**config.mk**
```make
export PLATFORM = sky130hd
export DESIGN_NAME = kernel_weight_loader
export DESIGN_NICKNAME = d
export VERILOG_FILES = /design/src/rtl/kernel_weight_loader_pkg.sv /design/src/rtl/kernel_weight_loader.sv
export SDC_FILE = /design/constraint.sdc
export NUM_CORES = 1
export LEC_CHECK = 0
export CORE_ASPECT_RATIO = 0.6
export CORE_MARGIN = 2
export CORE_UTILIZATION = 40
export DETAILED_ROUTE_END_ITERATION = 6
export GPL_ROUTABILITY_DRIVEN = 0
export PLACE_DENSITY = 0.73
export SYNTH_ARGS = -nofsm -noshare
export SYNTH_HDL_FRONTEND = slang
export SYNTH_SLANG_ARGS = --single-unit
export TNS_END_PERCENT = 20
```
**constraint.sdc**
```tcl
create_clock -name clk -period 2.2 [get_ports clk]
set_input_delay 0.55 -clock clk [delete_from_list [all_inputs] [get_ports clk]]
set_output_delay 0.55 -clock clk [all_outputs]
set_load 0.05 [all_outputs]
```
**src/rtl/kernel_weight_loader_pkg.sv**
```systemverilog
// kernel_weight_loader_pkg: kernel-load constants and loader state codes
package kernel_weight_loader_pkg;
   localparam int KW_TAPS        = 9;
   localparam int KW_NUM_KERNELS = 4;
   localparam int KW_WORDS       = KW_TAPS * KW_NUM_KERNELS;
   localparam int KW_DATA_W      = 16;
   typedef logic [1:0] kw_state_t;
   localparam kw_state_t KW_IDLE  = 2'd0;
   localparam kw_state_t KW_ISSUE = 2'd1;
   localparam kw_state_t KW_DRAIN = 2'd2;
   localparam kw_state_t KW_DONE  = 2'd3;
endpackage

```
**src/rtl/kernel_weight_loader.sv**
```systemverilog
// kernel_weight_loader: streams one kernel set from the weight ROM into the kernel shift buffer
module kernel_weight_loader
   import kernel_weight_loader_pkg::*;
#(
   parameter int DATA_W      = KW_DATA_W,
   parameter int ADDR_W      = 16,
   parameter int TAPS        = KW_TAPS,
   parameter int NUM_KERNELS = KW_NUM_KERNELS
) (
   input  logic                     clk,
   input  logic                     rst,
   input  logic                     start,
   input  logic [ADDR_W-1:0]        base_addr,
   input  logic                     pause,
   output logic                     rom_en,
   output logic [ADDR_W-1:0]        rom_addr,
   input  logic signed [DATA_W-1:0] rom_data,
   output logic                     pe_ready,
   output logic signed [DATA_W-1:0] kernal,
   output logic                     busy,
   output logic                     done
);
   localparam int WORDS = TAPS * NUM_KERNELS;
   localparam int CNT_W = $clog2(WORDS);
   kw_state_t                 state_q, state_d;
   logic [CNT_W-1:0]          cnt_q, cnt_d;
   logic [ADDR_W-1:0]         base_q, base_d;
   logic [1:0]                drain_q, drain_d;
   logic                      rd_valid_q, rd_valid_d;
   logic                      pe_ready_q, pe_ready_d;
   logic signed [DATA_W-1:0]  kernal_q, kernal_d;

   always_ff @(posedge clk or posedge rst) begin
      if (rst) begin
         state_q    <= KW_IDLE;
         cnt_q      <= '0;
         base_q     <= '0;
         drain_q    <= '0;
         rd_valid_q <= 1'b0;
         pe_ready_q <= 1'b0;
         kernal_q   <= '0;
      end else begin
         state_q    <= state_d;
         cnt_q      <= cnt_d;
         base_q     <= base_d;
         drain_q    <= drain_d;
         rd_valid_q <= rd_valid_d;
         pe_ready_q <= pe_ready_d;
         kernal_q   <= kernal_d;
      end
   end

   always_comb begin
      state_d    = state_q;
      cnt_d      = cnt_q;
      base_d     = base_q;
      drain_d    = drain_q;
      case (state_q)
         KW_IDLE: begin
            cnt_d = '0;
            if (start) begin
               state_d = KW_ISSUE;
               base_d  = base_addr;
            end
         end
         KW_ISSUE: if (!pause) begin
            cnt_d = cnt_q + CNT_W'(1);
            if (cnt_q == CNT_W'(WORDS - 1)) begin
               state_d = KW_DRAIN;
               drain_d = '0;
            end
         end
         KW_DRAIN: begin
            drain_d = drain_q + 2'd1;
            state_d = drain_q == 2'd2 ? KW_DONE : KW_DRAIN;
         end
         default: state_d = KW_IDLE;
      endcase
      // two-stage read pipeline: ROM latency, then output register
      rd_valid_d = rom_en;
      pe_ready_d = rd_valid_q;
      kernal_d   = rd_valid_q ? rom_data : kernal_q;
   end

   always_comb begin
      rom_en   = state_q == KW_ISSUE && !pause;
      rom_addr = rom_en ? base_q + ADDR_W'(cnt_q) : '0;
      busy     = state_q != KW_IDLE;
      done     = state_q == KW_DONE;
      pe_ready = pe_ready_q;
      kernal   = kernal_q;
   end
endmodule
```
==> results.md <==
* Initial Utilization at 41.92%
* Initial DRC Count at 79
* GRT Total Usage at 19.56%
* Full die area at 6544 sq um
* Yosys cell types at 43
* Final Critical Period at 2842 ps
* Worst-margin pin slew at 660.4 ps
* CP Cell Sequence: ha_2 -> inv_2 -> fa_2 -> nor2b_4 -> buf_6 -> o31ai_4 -> buf_4 -> a211oi_2 -> xnor2_1 -> nor2_2 -> buf_12
* Design area at 3842 sq um
* First-pass DRT Iterations at 4
* Worst reg2reg path depth at 8
* Root Driver: clkbuf_8
* CP max stage cell: dfrtp_1
* Die Ht at 63.47 um
* Multi-input gate area at 1343 sq um
* Mean post-synth cell area at 11.56 sq um
* First-pass GRT wire length at 9804 um
* RSZ-0062 raised after global routing: true
* Synth Instances at 204
* Total CTS buffers at 5
* Seq/Total Area, Yosys at 46.71%
* HP Class: register to register
* Area grow syn2layout at 63.00%
* Row Count at 21
* Final hold violation count at 0
* Yosys warns at 0
* Max Cap Violations at 0
* Status: finished, violations left
* Worst path bufs/invs at 4
* Met3 wire length at 488 um
* WP depth at 11
* WHS at 480.3 ps
* Max_slew headroom at 55.97%
* Worst Hold Depth at 1
* Top sig layer: met4
* CTS tree: yes
* Max Clk Rate at 0.3519 GHz
* Area of placed instances at 3561 sq um
* Share of layout cells above drive strength 1 at 42.16%
* Total congestion overflow at 0
* Clock skew at 5.909 ps
* Synth Cell Area at 2357 sq um
* Worst skew pair latency at 300 ps
* Core Box Area at 5623 sq um
* Vias per cell at 4.953
* Failing checks: negative setup slack
* WL/cell at 15.28 um
* Port bufs at 71
* Vias in the first global route at 1990
* Met1 Wirelength at 2882 um
* Placed wire-length estimate at 4467 um
* PD cells at 1283 nW/um^2
* Met2 routed WL at 2488 um
* Post-Syn Nets at 253
* Post-route ant nets at 0
* Pins Over Slew Limit at 0
* Worst EP required at 1650 ps
* DRC at 0
* Clk sinks at 44
* I/O pin count at 72
* Setup-failing EPs final at 14
* Initial antenna violation count at 0
* CP Max Fanout at 3
* Layout Nets at 354
* Startpoint Class: register
* Hold bufs inserted after CTS at 0
* Fillers at 435
* Register clock-pin slew on the reported worst setup and hold paths at 90 ps
* Leakage at 0.001569 uW
* Largest net degree at the start of global routing at 45
* Reg area at 1101 sq um
* Longest Clk Path Bufs at 2
* Via count of the routed design at 1912
* H-Tree Depth at 2
* Synth Register Bits at 44
* Fin crit share at 129.2%
* Worst path arrival time at 2290 ps
* Endpoint class of the critical path: output pin
* Post-Route WL at 5897 um
* Crit path kind: register to output pin
* VDD IR max at 0.7828 mV
* Chip Width at 103.1 um
* Critical Path Max Stage Delay at 370 ps
* Cell family with most CP delay: adder cells
* Final WS setup at -641.6 ps
* Ant diodes at 0
[synth_stat cells (all sizes together)]
master,n,share of area [%]
dfrtp,44,47
mux2,33,16
nor2,19,3.0
ha,12,6.4
inv,10,1.6
nand2,10,1.6
xnor2,10,3.7
a21oi,8,1.9
nand3,7,1.7
o21ai,7,1.6
buf,5,1.7
a211oi,4,1.9
o21a,4,1.3
nand4,3,0.80
nor3,3,0.64
a21o,2,0.64
a22o,2,0.74
and4,2,0.74
nand2b,2,0.53
nor2b,2,0.85
o31ai,2,1.2
xor2,2,0.74
a21boi,1,0.48
a31oi,1,0.27
and2,1,0.27
clkbuf,1,0.16
fa,1,0.85
mux2i,1,0.42
nand3b,1,0.32
nor4b,1,0.37
o211ai,1,0.32
o22ai,1,0.27
o31a,1,0.37
[state kept, by name, summed over array words and instances, names as in the netlist]
signal and count:
drain_q 2, pe_ready_d 1, base_q 16, kernal 16
pe_ready 1, cnt_q 6, state_q 2
[layout by cell type, fill, tap and decap left out, types with 8 or more instances in the layout]
cell | Yosys | layout
clkdlybuf4s50_1 | 0 | 51
dfrtp_1 | 44 | 44
mux2_2 | 32 | 32
buf_4 | 1 | 24
buf_12 | 0 | 19
nand2_1 | 10 | 10
xnor2_1 | 10 | 10
nor2_2 | 0 | 10
nor2_1 | 19 | 8
[logic make-up after synthesis]
family | synth area share, %
DFF | 46.71
AOI/OAI and AO/OA | 10.99
xor gates and xnor gates | 4.459
buffers and inverters | 3.450
adders and majority gates | 7.219
muxes | 16.35
and+or+nand+nor | 10.83
[path summary, 6_finish.rpt]
path	from	to	slack, ps
max in group asynchronous	rst	drain_q[0]$_DFFE_PP0P_	1390
min	drain_q[0]$_DFFE_PP0P_	drain_q[0]$_DFFE_PP0P_	480
min in group asynchronous	rst	kernal[4]$_DFFE_PP0P_	610
min reg2reg	drain_q[0]$_DFFE_PP0P_	drain_q[0]$_DFFE_PP0P_	480
max	cnt_q[0]$_DFFE_PP0P_	rom_addr[12]	-640
max reg2reg	cnt_q[0]$_DFFE_PP0P_	state_q[1]$_DFFE_PP0P_	370
[per-layer routing]
layer / vias to the layer above / track usage, %
met1: 932 / 27.64
met2: 58 / 27.84
met5: - / 0
li1: 917 / -
met4: 0 / 4.112
met3: 5 / 8.546
[what timing repair did]
| item | 4_1_cts | 5_1_grt |
|---|---|---|
| buffers inserted | 3 | 0 |
| setup endpoints to repair | 17 | 17 |
| pin swaps | 3 | 1 |
| resized for setup | 18 | 12 |
[final cells by class]
cell class / count / area share (%)
Sequential cell: 44 / 28.66
Timing Repair Buffer: 100 / 29.66
Inverter: 10 / 0.9769
Clock buffer: 6 / 2.149
Multi-Input combinational cell: 144 / 34.94
Clock inverter: 2 / 1.009
Tap cell: 80 / 2.605
[power breakdown]
part / internal, uW / switching [uW] / total [uW]
registers: 1170 / 289 / 1450
logic: 1280 / 1530 / 2810
clock network: 372 / 294 / 665
[per-stage QoR]
step	setup TNS (ps)	utilization, %	power [uW]	worst slack, ps	std cells
2_1_floorplan	-3075	-	3136	-348.3	204
3_3_place_gp	-2100	63.33	4060	-233.7	375
3_5_place_dp	-2446	63.33	4123	-305.6	375
4_1_cts	-5894	67.58	4922	-635.0	386
5_1_grt	-7024	68.34	5207	-736.5	386
6_report	-5819	68.34	4928	-641.6	386
Note: power is estimated with default switching activity, not from simulation.
